===== src/rtl/alu_arb_pkg.sv =====
// Shared types for the ALU request arbiter: opcodes, FSM states, command layout.
// Pure declarations; no latency or flow-control behaviour of its own.
// Opcodes 2 and 3 are unused by the ALU and may be filtered at the arbiter.
package alu_arb_pkg;

  localparam int TAG_DEPTH = 8;
  localparam int TAG_CNT_W = $clog2(TAG_DEPTH) + 1;

  typedef enum logic [2:0] {
    ADD = 3'd0,
    SUB = 3'd1,
    EQ  = 3'd4,
    GT  = 3'd5,
    LT  = 3'd6,
    EZ  = 3'd7
  } alu_op_e;

  typedef enum logic [1:0] {
    ST_IDLE,
    ST_SETUP,
    ST_PRESS,
    ST_SETTLE
  } arb_state_e;

  // op stays a raw 3-bit field so undefined opcodes can be carried and detected.
  typedef struct packed {
    logic [2:0] op;
    logic [5:0] a;
    logic [5:0] b;
  } alu_cmd_t;

  function automatic logic is_invalid_op(input logic [2:0] op);
    return !(op inside {ADD, SUB, EQ, GT, LT, EZ});
  endfunction

endpackage


===== src/rtl/alu_req_arbiter_if.sv =====
// Bundle of requester, ALU drive and result-return signals around the arbiter.
// No storage; master is the requester/ALU side, slave is the arbiter.
// Grants are pulses; requesters hold req until they see their gnt bit.
interface alu_req_arbiter_if;
  import alu_arb_pkg::*;

  logic [1:0] req;
  alu_cmd_t   cmd0;
  alu_cmd_t   cmd1;
  logic [1:0] gnt;
  logic       rd_req;
  logic       full;
  logic       empty;
  logic [5:0] RESULT;
  logic       wren;
  logic       button;
  alu_cmd_t   dataIn;
  logic       rd_done;
  logic       rd_src;
  logic [5:0] result_out;
  logic       busy;

  modport master (
    output req, cmd0, cmd1, rd_req, full, empty, RESULT,
    input  gnt, wren, button, dataIn, rd_done, rd_src, result_out, busy
  );

  modport slave (
    input  req, cmd0, cmd1, rd_req, full, empty, RESULT,
    output gnt, wren, button, dataIn, rd_done, rd_src, result_out, busy
  );

endinterface


===== src/rtl/alu_tag_fifo.sv =====
// 8x1 FIFO remembering which requester issued each write still held in the ALU.
// Push/pop take effect on the clock edge; head is readable combinationally.
// No backpressure: the caller never pushes when full or pops when empty.
module alu_tag_fifo
  import alu_arb_pkg::*;
(
  input  logic                 clock,
  input  logic                 reset,
  input  logic                 push,
  input  logic                 wr_dat,
  input  logic                 pop,
  output logic                 rd_dat,
  output logic [TAG_CNT_W-1:0] count
);

  localparam int PW = $clog2(TAG_DEPTH);

  logic [TAG_DEPTH-1:0] mem;
  logic [PW-1:0]        wr_ptr;
  logic [PW-1:0]        rd_ptr;

  assign rd_dat = mem[rd_ptr];

  always_ff @(posedge clock or negedge reset) begin
    if (!reset) begin
      mem    <= '0;
      wr_ptr <= '0;
      rd_ptr <= '0;
      count  <= '0;
    end else begin
      if (push) begin
        mem[wr_ptr] <= wr_dat;
        wr_ptr      <= wr_ptr + 1'b1;
      end
      if (pop) begin
        rd_ptr <= rd_ptr + 1'b1;
      end
      case ({push, pop})
        2'b10:   count <= count + 1'b1;
        2'b01:   count <= count - 1'b1;
        default: count <= count;
      endcase
    end
  end

endmodule


===== src/rtl/alu_req_arbiter.sv =====
// Arbitrates two write requesters and a read drain onto a button-strobed ALU.
// Latency: gnt/start to IDLE (or rd_done) is GAP_CYCLES+PRESS_CYCLES+2 cycles.
// Backpressure via full/empty/tag count; ALU_ARB_INVALID_FILTER_EN drops opcodes 2/3.
module alu_req_arbiter
  import alu_arb_pkg::*;
#(
  parameter int PRESS_CYCLES = 4,
  parameter int GAP_CYCLES   = 4
) (
  input logic               clock,
  input logic               reset,
  alu_req_arbiter_if.slave  bus
);

  localparam logic [15:0] GAP_LAST   = 16'(GAP_CYCLES - 1);
  localparam logic [15:0] PRESS_LAST = 16'(PRESS_CYCLES - 1);

  arb_state_e           state;
  logic [15:0]          cnt;
  logic                 rr_ptr;
  logic                 last_rd;
  logic                 cur_id;
  logic [1:0]           gnt_q;
  logic                 wren_q;
  logic                 button_q;
  alu_cmd_t             data_q;
  logic                 rd_done_q;
  logic                 rd_src_q;
  logic [5:0]           result_q;

  logic [TAG_CNT_W-1:0] tag_cnt;
  logic                 tag_head;
  logic                 tag_push;
  logic                 tag_pop;
  logic                 wr_elig;
  logic                 rd_elig;
  logic                 pick_rd;
  logic                 win_id;
  logic                 skip_wr;
  alu_cmd_t             win_cmd;

  always_comb begin
    wr_elig  = (|bus.req) && !bus.full && (tag_cnt < TAG_CNT_W'(TAG_DEPTH));
    rd_elig  = bus.rd_req && !bus.empty && (tag_cnt != '0);
    // Alternate op types under contention; last_rd resets to 0 so a read goes first.
    pick_rd  = rd_elig && (!wr_elig || !last_rd);
    win_id   = bus.req[rr_ptr] ? rr_ptr : ~rr_ptr;
    win_cmd  = win_id ? bus.cmd1 : bus.cmd0;
`ifdef ALU_ARB_INVALID_FILTER_EN
    skip_wr  = is_invalid_op(win_cmd.op);
`else
    skip_wr  = 1'b0;
`endif
    tag_push = (state == ST_PRESS) && (cnt == PRESS_LAST) && wren_q;
    tag_pop  = (state == ST_SETTLE) && (cnt == 16'd1) && !wren_q;
  end

  alu_tag_fifo u_tag_fifo (
    .clock  (clock),
    .reset  (reset),
    .push   (tag_push),
    .wr_dat (cur_id),
    .pop    (tag_pop),
    .rd_dat (tag_head),
    .count  (tag_cnt)
  );

  always_ff @(posedge clock or negedge reset) begin
    if (!reset) begin
      state     <= ST_IDLE;
      cnt       <= '0;
      rr_ptr    <= 1'b0;
      last_rd   <= 1'b0;
      cur_id    <= 1'b0;
      gnt_q     <= '0;
      wren_q    <= 1'b0;
      button_q  <= 1'b1;
      data_q    <= '0;
      rd_done_q <= 1'b0;
      rd_src_q  <= 1'b0;
      result_q  <= '0;
    end else begin
      gnt_q     <= '0;
      rd_done_q <= 1'b0;
      unique case (state)
        ST_IDLE: begin
          if (pick_rd) begin
            wren_q  <= 1'b0;
            last_rd <= 1'b1;
            cnt     <= '0;
            state   <= ST_SETUP;
          end else if (wr_elig) begin
            gnt_q  <= win_id ? 2'b10 : 2'b01;
            rr_ptr <= ~win_id;
            if (!skip_wr) begin
              data_q  <= win_cmd;
              wren_q  <= 1'b1;
              cur_id  <= win_id;
              last_rd <= 1'b0;
              cnt     <= '0;
              state   <= ST_SETUP;
            end
          end
        end
        ST_SETUP: begin
          if (cnt == GAP_LAST) begin
            cnt      <= '0;
            button_q <= 1'b0;
            state    <= ST_PRESS;
          end else begin
            cnt <= cnt + 16'd1;
          end
        end
        ST_PRESS: begin
          if (cnt == PRESS_LAST) begin
            cnt      <= '0;
            button_q <= 1'b1;
            state    <= ST_SETTLE;
          end else begin
            cnt <= cnt + 16'd1;
          end
        end
        ST_SETTLE: begin
          if (cnt == 16'd1) begin
            cnt   <= '0;
            state <= ST_IDLE;
            if (!wren_q) begin
              result_q  <= bus.RESULT;
              rd_src_q  <= tag_head;
              rd_done_q <= 1'b1;
            end
          end else begin
            cnt <= cnt + 16'd1;
          end
        end
        default: state <= ST_IDLE;
      endcase
    end
  end

  assign bus.gnt        = gnt_q;
  assign bus.wren       = wren_q;
  assign bus.button     = button_q;
  assign bus.dataIn     = data_q;
  assign bus.rd_done    = rd_done_q;
  assign bus.rd_src     = rd_src_q;
  assign bus.result_out = result_q;
  assign bus.busy       = (state != ST_IDLE);

endmodule


===== src/flat_wrapper.sv =====
// flat-port wrapper written by rule: the top's interface ports become plain ports
module alu_req_arbiter_flat import alu_arb_pkg::*;
#(
  parameter int PRESS_CYCLES = 4,
  parameter int GAP_CYCLES   = 4
)
  (clock, reset, bus_req, bus_cmd0, bus_cmd1, bus_rd_req, bus_full, bus_empty, bus_RESULT, bus_gnt, bus_wren, bus_button, bus_dataIn, bus_rd_done, bus_rd_src, bus_result_out, bus_busy);
  alu_req_arbiter_if bus_i ();
  input logic clock;
  input logic reset;
  input wire logic [$bits(bus_i.req)-1:0] bus_req;
  input wire logic [$bits(bus_i.cmd0)-1:0] bus_cmd0;
  input wire logic [$bits(bus_i.cmd1)-1:0] bus_cmd1;
  input wire logic [$bits(bus_i.rd_req)-1:0] bus_rd_req;
  input wire logic [$bits(bus_i.full)-1:0] bus_full;
  input wire logic [$bits(bus_i.empty)-1:0] bus_empty;
  input wire logic [$bits(bus_i.RESULT)-1:0] bus_RESULT;
  output wire logic [$bits(bus_i.gnt)-1:0] bus_gnt;
  output wire logic [$bits(bus_i.wren)-1:0] bus_wren;
  output wire logic [$bits(bus_i.button)-1:0] bus_button;
  output wire logic [$bits(bus_i.dataIn)-1:0] bus_dataIn;
  output wire logic [$bits(bus_i.rd_done)-1:0] bus_rd_done;
  output wire logic [$bits(bus_i.rd_src)-1:0] bus_rd_src;
  output wire logic [$bits(bus_i.result_out)-1:0] bus_result_out;
  output wire logic [$bits(bus_i.busy)-1:0] bus_busy;
  assign bus_i.req = bus_req;
  assign bus_i.cmd0 = bus_cmd0;
  assign bus_i.cmd1 = bus_cmd1;
  assign bus_i.rd_req = bus_rd_req;
  assign bus_i.full = bus_full;
  assign bus_i.empty = bus_empty;
  assign bus_i.RESULT = bus_RESULT;
  assign bus_gnt = bus_i.gnt;
  assign bus_wren = bus_i.wren;
  assign bus_button = bus_i.button;
  assign bus_dataIn = bus_i.dataIn;
  assign bus_rd_done = bus_i.rd_done;
  assign bus_rd_src = bus_i.rd_src;
  assign bus_result_out = bus_i.result_out;
  assign bus_busy = bus_i.busy;
  alu_req_arbiter #(.PRESS_CYCLES(PRESS_CYCLES), .GAP_CYCLES(GAP_CYCLES)) u_core (.clock(clock), .reset(reset), .bus(bus_i));
endmodule

===== config.mk =====
export PLATFORM = sky130hd
export DESIGN_NAME = alu_req_arbiter_flat
export DESIGN_NICKNAME = d
export VERILOG_FILES = /design/src/rtl/alu_arb_pkg.sv /design/src/rtl/alu_req_arbiter_if.sv /design/src/rtl/alu_tag_fifo.sv /design/src/rtl/alu_req_arbiter.sv /design/src/flat_wrapper.sv
export SDC_FILE = /design/constraint.sdc
export NUM_CORES = 1
export LEC_CHECK = 0
export BUFFER_PORTS_ARGS = -buffer_cell sky130_fd_sc_hd__buf_4
export CAP_MARGIN = 20
export CORE_ASPECT_RATIO = 0.5
export CORE_MARGIN = 2
export CORE_UTILIZATION = 45
export CTS_BUF_LIST = sky130_fd_sc_hd__clkbuf_16
export DETAILED_ROUTE_END_ITERATION = 8
export PLACE_DENSITY = 0.68
export SYNTH_ARGS = -nofsm -noshare
export SYNTH_HDL_FRONTEND = slang
export SYNTH_SLANG_ARGS = --single-unit
export TNS_END_PERCENT = 30

===== constraint.sdc =====
create_clock -name clock -period 6.85 [get_ports clock]
set_input_delay 0.685 -clock clock [delete_from_list [all_inputs] [get_ports clock]]
set_output_delay 0.685 -clock clock [all_outputs]
set_load 0.05 [all_outputs]

==> impl_metrics.yaml <==
cts:
  clockRootBuffer: "clkbuf_16"
  clkTransAtPathRegs_ns: 0.05
  clk_path_buf_depth: 2
  clkSinkCount: 66
  tritoncts: "done"
  cts_resized: 0
  cts_setup_buffers: 0
  cts-htree-levels: 3
  insertion_delay_ns: 0.33
  numCtsBuffers: 9
  ctsHoldBuffers: 0
routing:
  first_iter_violations: 196
  wl_per_cell_um: 14.55
  routed_wl_um: 7044
  drt-vias-per-instance: 5.343
  first_pass_iters: 4
  drc: 0
  vias: 2586
  ant_nets: 0
timing:
  clock.fmax_mhz: 380.9
  finalCriticalPeriod_ns: 2.626
  slew_violations: 0
  tightest_slew_ns: 1.049
  final-setup-viol-count: 0
  max_slew_margin_pct: 30.08
  skew_ns: 0.004640
  rsz0062_at_grt: "no"
  fin_setup_tns_ns: 0
  hold_viol_final: 0
  period_share_pct: 38.33
synth:
  yosys_warnings: 0
  synth_area_leaders: "dfrtp_1, mux2_2, mux2i_1"
  synth_top_area_share_pct: 47.79
  synth_common_cells: "dfrtp_1, nand2_1, o21ai_0"
  synth_area_um2: 3403
  ys_seq_area_share_pct: 48.57
  syn-instance-count: 315
  synth_edf_count: 0
  synth_cell_types: 52
  synth_seq_cells: 66
  synth.largest_area_cell: "dfrtp_1"
  ys.flop_type: "dfrtp_1"
  avgSynthCellArea_um2: 10.80
  async_reset_ff_share_pct: 100.0
  yosysMostFrequentCell: "dfrtp_1"
  synth_nets: 370
floorplan:
  die-area_um2: 8317
  ios: 71
  coreArea_um2: 7322
  start_util_pct: 46.48
  die_w_um: 127.0
  rows: 22
  die_y_um: 65.50
setup_path:
  path_cells: "nor4_2, nand3_1, nor3_1, ha_1, a21o_1, a21oi_1, nor3_1, a21oi_1, xnor2_1"
  cp.required_ns: 7.10
  path_max_fanout: 6
  startpoint_type: "flip-flop"
  cpPeakStageDelay_ns: 0.53
  ff2ff_setup_slack_ns: 4.22
  r2r_cells: 9
  worstSetupPathType: "flip-flop to flip-flop"
  timing.rr.end: "u_core.u_tag_fifo.count[3]"
  crit_slowest_cell: "nor3_1"
  r2r-start: "u_core.cnt[5]"
  cp.arrival_ns: 2.88
  endpoint_kind: "flip-flop"
global_route:
  grt_pass1_wl_um: 11730
  grt_usage_pct: 18.21
  grt_pass1_vias: 2469
  grt_antenna_before_repair: 0
  grt_overflow_total: 0
  grt_max_degree: 67
layout:
  diodes: 0
  synthToLayoutAreaGrowth_pct: 25.77
  final_cell_count_no_fill: 484
  drive_gt1_share_pct: 31.19
  nets: 438
  design_area_um2: 4280
placed_design:
  postPlaceCellArea_um2: 3988
  io_buffers: 70
  place_congestion: 0.8632
  dp_hpwl_um: 4950
  placedCellCount: 467
power:
  fin_total_pwr_mw: 1.773
  pwr_density_cell_nw_per_um2: 414.2
  ir_worst_vdd_mv: 0.2674
  p_leak_nw: 2.016
flow_run:
  maxCapViolations: 0
run_status:
  status: "complete, no violations"
hold_path:
  min_path_type: "input pin to async pin"
[through the flow]
step / setup WS, ns / hold slack [ns] / util [%]
global route: 3.999 / 0.5074 / 58.46
floorplan: 4.483 / 0.3894 / -
global placement: 4.313 / 0.4683 / 54.46
detailed placement: 4.201 / 0.4723 / 54.46
CTS: 4.210 / 0.4833 / 58.25
finish: 4.224 / 0.4626 / 58.46
[where the power goes]
group | internal, mW | switching [mW] | leakage, nW | total, mW
combinational | 0.251 | 0.523 | 1.00 | 0.774
clock | 0.274 | 0.157 | 0.142 | 0.430
sequential | 0.491 | 0.0783 | 0.873 | 0.569
[state kept, by name (all words and copies together) (netlist names)]
name and count:
u_core.cnt 16, u_core.bus.dataIn 15, u_core.u_tag_fifo.mem 8, u_core.bus.result_out 6, u_core.u_tag_fifo.count 4, u_core.u_tag_fifo.rd_ptr 3
u_core.u_tag_fifo.wr_ptr 3, u_core.bus.gnt 2, u_core.state 2, u_core.bus.button 1, u_core.bus.rd_done 1, u_core.bus.rd_src 1
u_core.bus.wren 1, u_core.cur_id 1, u_core.last_rd 1, u_core.rr_ptr 1
[layout by cell type (no fill, tap or decap), drive strengths merged, types with 3 or more instances in the layout]
cell type / synthesis / routed
buf: 7 / 71
dfrtp: 65 / 65
nand2: 43 / 43
o21ai: 26 / 26
mux2: 17 / 17
mux2i: 17 / 17
inv: 11 / 13
nor2: 12 / 12
a21oi: 11 / 11
ha: 11 / 11
nor3: 10 / 10
clkbuf: 7 / 9
nand3: 8 / 8
xnor2: 8 / 8
nor4: 7 / 7
o211ai: 7 / 7
xor2: 5 / 5
nand4: 5 / 5
clkinv: 0 / 4
nand4b: 3 / 3
or2: 3 / 3
o311ai: 3 / 3
[area by class of cell]
| class | count | area [um2] |
|---|---|---|
| Timing Repair Buffer | 71 | 540.5 |
| Tap cell | 96 | 120.1 |
| Clock inverter | 7 | 52.55 |
| Fill cell | 599 | 3042 |
| Multi-Input combinational cell | 224 | 1648 |
| Inverter | 11 | 41.29 |
| Clock buffer | 9 | 225.2 |
| Sequential cell | 66 | 1653 |
[routing by layer]
metal  vias up  part of all wire, %  global-route usage [%]
met3         8                  4.9                   6.107
li1       1269                    -                       -
met5         -                    0                       0
met2        57                   49                   29.91
met1      1252                   45                   22.48
met4         0                  1.2                   7.418
[critical path, delay by kind of cell, from the launching register on]
kind	cells	cell delay, ns
adders and majority gates	1	0.33
and+or+nand+nor	4	1.16
AOI/OAI and AO/OA	3	0.49
DFF	1	0.43
xor gates and xnor gates	1	0.13
[logic make-up (layout without fill, tap and decap cells)]
| kind of cell | after synthesis | count (layout) | synth area share, % |
|---|---|---|---|
| mux | 36 | 36 | 11.95 |
| buf+inv | 25 | 98 | 3.529 |
| xor+xnor | 13 | 13 | 3.346 |
| flops | 66 | 66 | 48.57 |
| compound gates | 58 | 58 | 11.07 |
| fa+ha+maj | 12 | 12 | 4.632 |
| simple gates | 105 | 105 | 16.91 |
[how the worst max path moves through the flow]
stage	start	slack, ns	to	cells past startpoint
6_report	u_core.cnt[5]	4.22	u_core.u_tag_fifo.count[3]	9
5_1_grt	u_core.cnt[13]	4.00	u_core.u_tag_fifo.count[2]	7
4_1_cts	u_core.cnt[5]	4.21	u_core.u_tag_fifo.count[3]	9
3_5_place_dp	u_core.cnt[5]	4.20	u_core.u_tag_fifo.count[3]	9
3_3_place_gp	u_core.cnt[4]	4.31	u_core.u_tag_fifo.count[3]	9
2_1_floorplan	u_core.cnt[5]	4.48	u_core.u_tag_fifo.count[2]	7
Note: power is estimated with default switching activity, not from simulation.
